### src/rtl/dphy_lane_sequencer.sv
// D-PHY upstream lane sequencer: LP stop -> HS entry -> [sync 0xB8] -> payload -> trail.
// Optional sync byte enabled with `define DPHY_SYNC_EN.
module dphy_lane_sequencer #(
  parameter int T_LPX   = 4,
  parameter int T_PREP  = 4,
  parameter int T_ZERO  = 8,
  parameter int T_TRAIL = 6
) (
  input  logic       clk,
  input  logic       rst,
  input  logic [7:0] in_data,
  input  logic       in_valid,
  input  logic       in_last,
  output logic       in_ready,
  output logic [1:0] State,
  output logic [1:0] RGB_out,
  output logic       busy,
  output logic       underrun
);

  typedef enum logic [2:0] {
    ST_STOP, ST_RQST, ST_PREP, ST_ZERO, ST_SYNC, ST_DATA, ST_TRAIL
  } state_t;

`ifdef DPHY_SYNC_EN
  localparam logic [7:0] SYNC_BYTE = 8'hB8;
`endif

  state_t     state_q, state_d;
  logic [7:0] cnt_q, cnt_d;
  logic [7:0] sreg_q, sreg_d;
  logic [1:0] idx_q, idx_d;
  logic       last_q, last_d;
  logic       in_ready_q, in_ready_d;
  logic [1:0] st_q, st_d;
  logic [1:0] sym_q, sym_d;
  logic       busy_q, busy_d;
  logic       und_q, und_d;
  logic       accept;

  assign accept   = in_valid & in_ready_q;
  assign in_ready = in_ready_q;
  assign State    = st_q;
  assign RGB_out  = sym_q;
  assign busy     = busy_q;
  assign underrun = und_q;

  always_comb begin
    state_d = state_q;
    cnt_d   = cnt_q;
    sreg_d  = sreg_q;
    idx_d   = idx_q;
    last_d  = last_q;
    und_d   = 1'b0;
    case (state_q)
      ST_STOP: if (in_valid) begin
        state_d = ST_RQST;
        cnt_d   = 8'(T_LPX - 1);
      end
      ST_RQST: if (cnt_q == 8'd0) begin
        state_d = ST_PREP;
        cnt_d   = 8'(T_PREP - 1);
      end else cnt_d = cnt_q - 8'd1;
      ST_PREP: if (cnt_q == 8'd0) begin
        state_d = ST_ZERO;
        cnt_d   = 8'(T_ZERO - 1);
      end else cnt_d = cnt_q - 8'd1;
      ST_ZERO: if (cnt_q == 8'd0) begin
`ifdef DPHY_SYNC_EN
        state_d = ST_SYNC;
        sreg_d  = SYNC_BYTE;
        idx_d   = 2'd0;
        last_d  = 1'b0;
`else
        // First byte is fetched on the final HS_ZERO cycle when there is no sync byte.
        if (accept) begin
          state_d = ST_DATA;
          sreg_d  = in_data;
          idx_d   = 2'd0;
          last_d  = in_last;
        end else begin
          state_d = ST_TRAIL;
          cnt_d   = 8'(T_TRAIL - 1);
          und_d   = 1'b1;
        end
`endif
      end else cnt_d = cnt_q - 8'd1;
`ifdef DPHY_SYNC_EN
      ST_SYNC,
`endif
      ST_DATA: begin
        if (idx_q != 2'd3) begin
          idx_d  = idx_q + 2'd1;
          sreg_d = {2'b00, sreg_q[7:2]};
        end else if (last_q) begin
          state_d = ST_TRAIL;
          cnt_d   = 8'(T_TRAIL - 1);
        end else if (accept) begin
          state_d = ST_DATA;
          sreg_d  = in_data;
          idx_d   = 2'd0;
          last_d  = in_last;
        end else begin
          state_d = ST_TRAIL;
          cnt_d   = 8'(T_TRAIL - 1);
          und_d   = 1'b1;
        end
      end
      ST_TRAIL: if (cnt_q == 8'd0) state_d = ST_STOP;
                else cnt_d = cnt_q - 8'd1;
      default: state_d = ST_STOP;
    endcase
  end

  // Outputs are derived from the next state so they register together with it.
  always_comb begin
    st_d  = 2'b10;
    sym_d = 2'b11;
    case (state_d)
      ST_STOP:  begin st_d = 2'b10; sym_d = 2'b11;       end
      ST_RQST:  begin st_d = 2'b10; sym_d = 2'b10;       end
      ST_PREP:  begin st_d = 2'b10; sym_d = 2'b01;       end
      ST_ZERO:  begin st_d = 2'b01; sym_d = 2'b00;       end
      ST_SYNC,
      ST_DATA:  begin st_d = 2'b00; sym_d = sreg_d[1:0]; end
      ST_TRAIL: begin st_d = 2'b11; sym_d = 2'b00;       end
      default:  begin st_d = 2'b10; sym_d = 2'b11;       end
    endcase
    busy_d     = (state_d != ST_STOP);
    in_ready_d = ((state_d == ST_SYNC) || (state_d == ST_DATA)) && (idx_d == 2'd3) && !last_d;
`ifndef DPHY_SYNC_EN
    in_ready_d = in_ready_d || ((state_d == ST_ZERO) && (cnt_d == 8'd0));
`endif
  end

  always_ff @(posedge clk) begin
    if (rst) begin
      state_q    <= ST_STOP;
      cnt_q      <= 8'd0;
      sreg_q     <= 8'd0;
      idx_q      <= 2'd0;
      last_q     <= 1'b0;
      in_ready_q <= 1'b0;
      st_q       <= 2'b10;
      sym_q      <= 2'b11;
      busy_q     <= 1'b0;
      und_q      <= 1'b0;
    end else begin
      state_q    <= state_d;
      cnt_q      <= cnt_d;
      sreg_q     <= sreg_d;
      idx_q      <= idx_d;
      last_q     <= last_d;
      in_ready_q <= in_ready_d;
      st_q       <= st_d;
      sym_q      <= sym_d;
      busy_q     <= busy_d;
      und_q      <= und_d;
    end
  end

endmodule
### config.mk
export PLATFORM = sky130hd
export DESIGN_NAME = dphy_lane_sequencer
export DESIGN_NICKNAME = d
export VERILOG_FILES = /design/src/rtl/dphy_lane_sequencer.sv
export SDC_FILE = /design/constraint.sdc
export NUM_CORES = 1
export LEC_CHECK = 0
export ABC_AREA = 1
export CAP_MARGIN = 0
export CORE_UTILIZATION = 42
export CTS_CLUSTER_SIZE = 10
export DETAILED_ROUTE_END_ITERATION = 12
export PLACE_DENSITY = 0.65
export RECOVER_POWER = 50
export SLEW_MARGIN = 0
export SYNTH_ARGS = -nofsm -noshare
export SYNTH_HDL_FRONTEND = slang
export SYNTH_SLANG_ARGS = --single-unit
### constraint.sdc
create_clock -name clk -period 2.11 [get_ports clk]
set_clock_uncertainty 0.2 [all_clocks]
set_input_delay 0.211 -clock clk [delete_from_list [all_inputs] [get_ports clk]]
set_output_delay 0.211 -clock clk [all_outputs]
set_load 0.005 [all_outputs]
==> impl_metrics.tcl, run 1 <==
set metrics [dict create \
    r2r_setup_slack_ps 70 \
    holdPathEnd "sreg_q[2]" \
    cts_buffer_depth 2 \
    nNetsFinal 301 \
    synth_cells 249 \
    rows 22 \
    status "complete, no violations" \
    drt-vias-per-instance 5.05 \
    fmax_mhz 491 \
    fp.dieW_um 64.9 \
    timing.final.ws_setup_ps 73.7 \
    layout_commonest_cell "nand2_1" \
    place_ws_ps -55.7 \
    io_buffers 18 \
    cpPeakStageDelay_ps 340 \
    relSlewSlack 0.739 \
    start_util 0.446 \
    rr_worst_depth 15 \
    dp_cells 322 \
    regArea_um2 544 \
    first_iter_violations 95 \
    crit_type "reg2reg" \
    leakage_uw 0.000956 \
    cts_made_buffers 3 \
    r2r-end "in_ready" \
    ir_drop_mv 0.484 \
    final_cell_mix "nand2_1, nor2_1, inv_1" \
    hold_depth 2 \
    final_area_um2 2130 \
    grt_max_degree 17 \
    cts_root_buffer "clkbuf_8" \
    worst-path-buf-inv 3 \
    nFillCells 390 \
    worst-slew-pin-transition_ps 389 \
    wl_per_cell_um 12.5 \
    io_pins 19 \
    ys_ff_latch 27 \
    antennaDiodeCount 0 \
    die-area_um2 4210 \
    die_h_um 64.9 \
    grt_antenna_before_repair 0 \
    worst_ep_arrival_time_ps 2010 \
    wl_um 4150 \
    place_congestion 0.860 \
    ys_warn_count 0 \
    p_total_uw 2830 \
    antenna_left 0 \
    hold_viol_final 0 \
    cap_violations 0 \
    stdcell_count 332 \
    multi_input_area_um2 1030 \
    fin_setup_tns_ps 0 \
    netlist-cell-type-count 33 \
    clock_latency_ps 280 \
    route.vias.total 1678 \
    drt_drc_violations_left 0 \
    setup_viol 0 \
    cts_sinks 27 \
    hold_class "reg2reg" \
    crit_top_cell "nand2_1" \
    avgSynthCellArea_um2 6.66 \
    clk_pin_slew_ps 100 \
    synth_area_um2 1660 \
    hp-start "sreg_q[4]" \
    syn_nets 265 \
    core_region_area_um2 3720 \
    maxSlewViolCount 0 \
    startpoint_type "flip-flop" \
    required_ps 2080 \
    grt-ovfl-total 0 \
    grt_usage 0.199 \
    critical-path-top-delay-family "simple AND/OR/NAND/NOR gates" \
    grt_pass1_vias 1497 \
    reg2reg_from "cnt_q[0]" \
    cts_tree "yes" \
    hpwl_um 3180 \
    grt_pass1_wl_um 6530 \
    ys_seq_area_frac 0.326 \
    powerDensity_nw_per_um2 1330 \
    syn_to_final_growth_pct 28.1 \
    drtPass1Iterations 4 \
    cp_max_fo 8 \
    placed_area_um2 1960 \
    postCtsHoldBufs 0 \
    path_cells "inv_2 -> ha_4 -> buf_4 -> nand3_1 -> nor2_2 -> buf_4 -> nand2_1 -> nand2_1 -> nand2_1 -> nor2_4 -> nor2_4 -> nand2_1 -> nor2_1 -> nand3_1 -> nand2_1" \
    finalCriticalPeriod_ps 2040 \
    end_kind "flip-flop" \
    drive_above_1_share 0.222 \
    finalCritPeriodShare 0.965 \
    htreeDepth 1 \
    crit_slowest_cell "dfxtp_2" \
    rsz0062_at_grt "yes" \
]
synth_stat cells:
master / count / area share
buf_2: 1 / 0.0030
xor2_1: 4 / 0.021
a22oi_1: 2 / 0.0090
nand2_1: 63 / 0.14
clkbuf_1: 2 / 0.0045
dfxtp_1: 27 / 0.33
o21ai_1: 1 / 0.0030
nand3_1: 16 / 0.048
or2_2: 2 / 0.0075
inv_2: 8 / 0.018
a21oi_4: 1 / 0.0098
a31oi_1: 6 / 0.023
nand3_4: 1 / 0.011
nor3_1: 2 / 0.0060
inv_4: 1 / 0.0038
nand3b_1: 2 / 0.0090
or2_0: 2 / 0.0075
o211ai_1: 1 / 0.0045
nand3_2: 5 / 0.030
a211oi_1: 1 / 0.0045
a311oi_1: 1 / 0.0053
o21ai_0: 9 / 0.027
nand4_1: 6 / 0.023
ha_1: 4 / 0.030
inv_1: 28 / 0.063
nor2_1: 28 / 0.063
nor2_4: 4 / 0.027
o21ai_2: 1 / 0.0053
a21oi_1: 16 / 0.048
clkinv_2: 1 / 0.0030
nand2_2: 1 / 0.0038
nor2_2: 1 / 0.0038
a41oi_1: 1 / 0.0053
registers in the layout, indices dropped and copies added, names as in the netlist:
name	flops
RGB_out	2
State	2
busy	1
cnt_q	8
idx_q	2
in_ready	1
last_q	1
sreg_q	6
state_q	3
underrun	1
layout make-up:
cell class / instances / share of cell area
clock buffer: 3 / 0.0194
clock inverter: 1 / 0.00353
inverter: 38 / 0.0689
multi-input combinational: 181 / 0.483
sequential: 27 / 0.256
tap: 48 / 0.0283
timing repair buffer: 34 / 0.141
tightest hold or removal path: stages (launching register included):
cell and delay (ps):
dfxtp_1 320, nand2_1 60, a31oi_1 70
metrics by stage:
step                      hold slack, ps   util
after floorplan                     92.3      -
after global placement               268  0.528
after detailed placement             272  0.528
after global routing                 297  0.572
after CTS                            286  0.547
final                                284  0.572
cell families after synthesis:
kind of cell | share of synthesized area
AO/OA/AOI/OAI | 0.145
XOR/XNOR | 0.0211
adder cells (fa/ha/maj) | 0.0302
buffers and inverters | 0.0958
flip-flops | 0.326
AND/OR/NAND/NOR | 0.382
where the power goes:
group | switching [µW] | internal [µW] | total [µW]
clock | 175 | 134 | 309
combinational | 1060 | 738 | 1800
sequential | 93.7 | 629 | 723
total | 1330 | 1500 | 2830
routing by layer:
metal / track usage / wire length, µm / vias up / share of wire
met3: 0.0282 / 174 / 6 / 0.042
li1: - / - / 884 / -
met5: 0 / 0 / - / 0
met1: 0.255 / 1900 / 751 / 0.46
met2: 0.349 / 2040 / 37 / 0.49
met4: 0.0417 / 36 / 0 / 0.0087
repair_timing:
item                       in CTS  in global routing
buffers inserted                2                  4
setup endpoints to repair       1                  3
gates resized for setup         4                 18
pin swaps                       5                 10
worst max-delay path by stage:
stage | start | endpoint | slack [ps] | cells past startpoint
final | cnt_q[0] | in_ready | 70 | 15
after global routing | cnt_q[1] | in_ready | -60 | 15
after CTS | cnt_q[0] | in_ready | 0.7 | 15
after detailed placement | cnt_q[1] | in_ready | -60 | 15
after global placement | cnt_q[0] | in_ready | -30 | 15
after floorplan | cnt_q[0] | in_ready | 40 | 15
Note: power is estimated with default switching activity, not from simulation.
==> inputs of run 2 (changes only) <==
- PLACE_DENSITY: 0.65 -> 0.67
- TNS_END_PERCENT: default -> 20
==> run 2 against run 1 <==
Compared with the run above:
- clock power shrank 6%
- die area is the same
- critical endpoint unchanged
- via count shrank 1.8%
- largest power group unchanged
==> impl_metrics.tcl, run 2 (same netlist as run 1, synthesis figures left out) <==
set metrics [dict create \
    status "complete, no violations" \
    startpoint "cnt_q[1]" \
    syn_to_final_growth_pct 24.8 \
    wl_per_cell_um 12.4 \
    grt-ovfl-total 0 \
    final_cell_mix "nand2_1, nor2_1, inv_1" \
    cts_buffer_depth 2 \
    hold_depth 2 \
    powerDensity_nw_per_um2 1280 \
    place_ws_ps -73.8 \
    largest_reg_flops 8 \
    drt-vias-per-instance 5.02 \
    multi_input_area_um2 1010 \
    antennaDiodeCount 0 \
    cts_made_buffers 3 \
    fp.dieW_um 64.9 \
    crit_slowest_cell "dfxtp_2" \
    first_iter_violations 107 \
    startpoint_type "flip-flop" \
    r2r_setup_slack_ps 50 \
    reg2reg_from "cnt_q[1]" \
    rows 22 \
    crit_top_cell "nor2_1" \
    leakage_uw 0.000937 \
    cpPeakStageDelay_ps 340 \
    drtPass1Iterations 4 \
    grt_antenna_before_repair 0 \
    crit_type "reg2reg" \
    grt_pass1_wl_um 6880 \
    largest_register "cnt_q" \
    cp_max_fo 3 \
    reg_top3 "cnt_q: 8 flops, sreg_q: 6 flops, state_q: 3 flops" \
    relSlewSlack 0.760 \
    finalCritPeriodShare 0.974 \
    die-area_um2 4210 \
    fmax_mhz 486 \
    nNetsFinal 297 \
    core_region_area_um2 3720 \
    cap_violations 0 \
    worst-slew-pin-transition_ps 359 \
    fin_util 0.557 \
    route.vias.total 1647 \
    grt_pass1_vias 1569 \
    start_util 0.446 \
    fin_setup_tns_ps 0 \
    clk_pin_slew_ps 100 \
    path_cells "inv_2 -> ha_4 -> inv_2 -> nor2_4 -> nand2_2 -> ha_4 -> nand2_2 -> o21ai_2 -> nor2_1 -> nand2_1 -> nor2_1 -> nand3_1 -> nor2_1 -> nand3_1 -> nand2_1" \
    clock_latency_ps 270 \
    io_pins 19 \
    wl_um 4060 \
    maxSlewViolCount 0 \
    die_h_um 64.9 \
    drive_above_1_share 0.196 \
    regArea_um2 544 \
    grt_max_degree 16 \
    setup_viol 0 \
    cts_tree "yes" \
    timing.final.ws_setup_ps 54.1 \
    cts_sinks 27 \
    end_kind "flip-flop" \
    hold_class "reg2reg" \
    cts_root_buffer "clkbuf_8" \
    rsz0062_at_grt "yes" \
    holdPathEnd "sreg_q[2]" \
    io_buffers 18 \
    drt_drc_violations_left 0 \
    grt_usage 0.208 \
    htreeDepth 1 \
    r2r-end "in_ready" \
    hold_viol_final 0 \
    place_congestion 0.966 \
    required_ps 2130 \
    hp-start "sreg_q[4]" \
    nFillCells 401 \
    hpwl_um 3190 \
    ir_drop_mv 0.599 \
    worst_ep_arrival_time_ps 2080 \
    rr_worst_depth 15 \
    finalCriticalPeriod_ps 2060 \
    antenna_left 0 \
    layout_commonest_cell "nand2_1" \
]
## run 2: cell types whose count changed in the layout (fill, tap and decap cells not counted), sizes merged
cell and change:
buf -5, clkbuf +1, clkinv +1, clkinvlp -1
## run 2: critical path: cells and delay by family (launching register included)
kind,cells,cell delay [ps]
AOI/OAI and AO/OA,1,50
adders and majority gates,2,390
buffers and inverters,2,120
DFF,1,340
and+or+nand+nor,10,920
## run 2: metrics by stage
step | instance area (µm²) | power (µW) | hold WS, ps | cells
after global routing | 2070 | 2910 | 311 | 328
after CTS | 2020 | 2520 | 289 | 327
after floorplan | 1660 | 1780 | 92.3 | 249
after detailed placement | 1960 | 2180 | 275 | 322
final | 2070 | 2660 | 286 | 328
after global placement | 1960 | 2190 | 270 | 322
## run 2: where the power goes
group	internal [µW]	total, µW	switching (µW)
Combinational	649	1630	984
Clock	132	292	160
Sequential	630	733	104
## run 2: final cells by class
| cell class | count | area share |
|---|---|---|
| Tap cell | 48 | 0.0290 |
| Sequential cell | 27 | 0.263 |
| Timing Repair Buffer | 30 | 0.129 |
| Multi-Input combinational cell | 181 | 0.486 |
| Inverter | 38 | 0.0707 |
| Clock buffer | 3 | 0.0199 |
| Clock inverter | 1 | 0.00242 |
## run 2: how the worst max path moves through the flow
stage | end | slack, ps | depth (start not counted)
final | in_ready | 50 | 15
after global routing | in_ready | -80 | 15
after CTS | in_ready | 10 | 15
after detailed placement | in_ready | -70 | 15
after global placement | in_ready | -40 | 15
after floorplan | in_ready | 40 | 15
## run 2: per-layer routing
metal | wire length, µm | vias to the layer above | GRT usage
met1 | 1880 | 732 | 0.270
met4 | 48 | 0 | 0.0583
li1 | - | 878 | -
met5 | 0 | - | 0
met3 | 128 | 4 | 0.0282
met2 | 2000 | 33 | 0.354
## run 2: timing repair
action,in CTS,in global routing
resized for setup,1,16
gates cloned,0,0
hold buffers,0,0
buffers inserted,1,1
endpoints found under the setup margin,1,3
pin swaps,1,11
==> inputs of run 3 (changes only) <==
- CORE_UTILIZATION: 42 -> 31
- PLACE_DENSITY: 0.67 -> 0.53
==> run 3 against run 2 <==
Compared with the run above:
- first-iteration DRC count decreased by 56%
- via count increased by 3.1%
- non-clock buffer count increased by 12
- sequential power decreased by 3.5%
- final area increased by 6.3%
- combinational power increased by 13%
- largest cell class unchanged
- utilization decreased by 13 points
- total power increased by 8.2%
- count of clock-buffer cells in the layout unchanged
- maximum frequency increased by 1.4%
==> impl_metrics.tcl, run 3 (same netlist as run 1, synthesis figures left out) <==
set metrics [dict create \
    leakage_uw 0.000998 \
    grt_pass1_wl_um 7310 \
    rows 26 \
    postCtsHoldBufs 0 \
    grt_max_degree 17 \
    route.vias.total 1698 \
    setup_viol 0 \
    timing.hold.ws_ps 287 \
    start_util 0.323 \
    finalCritPeriodShare 0.961 \
    rsz0062_at_grt "yes" \
    nFillCells 564 \
    status "complete, no violations" \
    hold_viol_final 0 \
    reg_top3 "cnt_q: 8 flops, sreg_q: 6 flops, state_q: 3 flops" \
    timing.final.ws_setup_ps 82.5 \
    drt-vias-per-instance 4.69 \
    worst_ep_arrival_time_ps 2070 \
    drive_above_1_share 0.233 \
    final_cell_mix "nand2_1, nor2_1, inv_1" \
    first_iter_violations 47 \
    cts_buffer_depth 2 \
    largest_reg_flops 8 \
    place_ws_ps -125 \
    cp_max_fo 9 \
    maxSlewViolCount 0 \
    final_area_um2 2200 \
    grt_antenna_before_repair 0 \
    syn_to_final_growth_pct 32.7 \
    cts_made_buffers 3 \
    powerDensity_nw_per_um2 1310 \
    hpwl_um 3420 \
    io_buffers 18 \
    crit_type "reg2reg" \
    cts_sinks 27 \
    wl_per_cell_um 12.2 \
    finalCriticalPeriod_ps 2030 \
    largest_register "cnt_q" \
    die-area_um2 5650 \
    place_congestion 0.880 \
    drtPass1Iterations 4 \
    grt_usage 0.175 \
    drt_drc_violations_left 0 \
    cts_root_buffer "clkbuf_8" \
    io_pins 19 \
    wl_um 4430 \
    rr_worst_depth 11 \
    htreeDepth 1 \
    p_total_uw 2880 \
    cts_tree "yes" \
    layout_commonest_cell "nand2_1" \
    grt-ovfl-total 0 \
    fp.dieW_um 75.2 \
    hold_class "in2reg" \
    fmax_mhz 493 \
    end_kind "flip-flop" \
    relSlewSlack 0.752 \
    fin_setup_tns_ps 0 \
    placed_area_um2 2070 \
    required_ps 2150 \
    startpoint_type "flip-flop" \
    core_region_area_um2 5140 \
    clock_latency_ps 290 \
    grt_pass1_vias 1607 \
    worst-slew-pin-transition_ps 370 \
    die_h_um 75.2 \
    clk_pin_slew_ps 100 \
    antennaDiodeCount 0 \
    nNetsFinal 309 \
    cap_violations 0 \
    hold_depth 3 \
    antenna_left 0 \
    ir_drop_mv 0.498 \
]
## run 3: cell types whose count changed in the layout (fill, tap and decap cells not counted), moves of 2 or more
cell     change
a21oi_1      -4
a21oi_2      +4
o21ai_1      +2
buf_4       +12
o21ai_2      -2
## run 3: final cells by class
cell class              count  area (µm²)  area share
clock inverters             1        7.51     0.00341
multi-input cells         181        1010       0.459
well taps                  70        87.6      0.0398
clock buffers               3        41.3      0.0188
inverters                  38         146      0.0665
repair buffers             42         364       0.165
flip-flops and latches     27         544       0.247
## run 3: stage by stage
step | std cells | util
final | 362 | 0.428
after global routing | 362 | 0.428
after CTS | 361 | 0.420
after detailed placement | 355 | 0.403
after global placement | 355 | 0.403
after floorplan | 249 | -
## run 3: final timing paths
path	startpoint	endpoint	slack, ps
setup / recovery	state_q[2]	in_ready	80
hold / removal	in_data[2]	sreg_q[2]	290
setup reg to reg	state_q[2]	in_ready	80
hold reg to reg	sreg_q[4]	sreg_q[2]	290
## run 3: repair_timing
item                       4_1_cts  5_1_grt
setup endpoints to repair        1        7
buffers inserted                 2        1
pin swaps                        2       12
hold endpoints to repair         0        0
gates resized for setup          5       14
## run 3: layer usage
layer,up-vias,routed length (µm),track usage
li1,896,-,-
met1,753,2070,0.233
met2,42,2120,0.288
met3,7,160,0.0241
met4,0,79,0.0638
met5,-,0,0
## run 3: power breakdown
group / total, µW / internal (µW) / leakage, µW / switching, µW
clock: 319 / 135 / 0.0000217 / 184
sequential: 707 / 630 / 0.000221 / 77.5
combinational: 1850 / 804 / 0.000756 / 1050
## run 3: critical path, stage by stage (launching register included)
cell,delay (ps)
dfxtp_1,430
inv_4,150
nand3_2,120
inv_1,180
nand3_2,190
a21oi_4,230
nor2_4,70
nor2_4,80
nand2_1,50
nor2_1,110
nand3_1,110
nand2_1,70
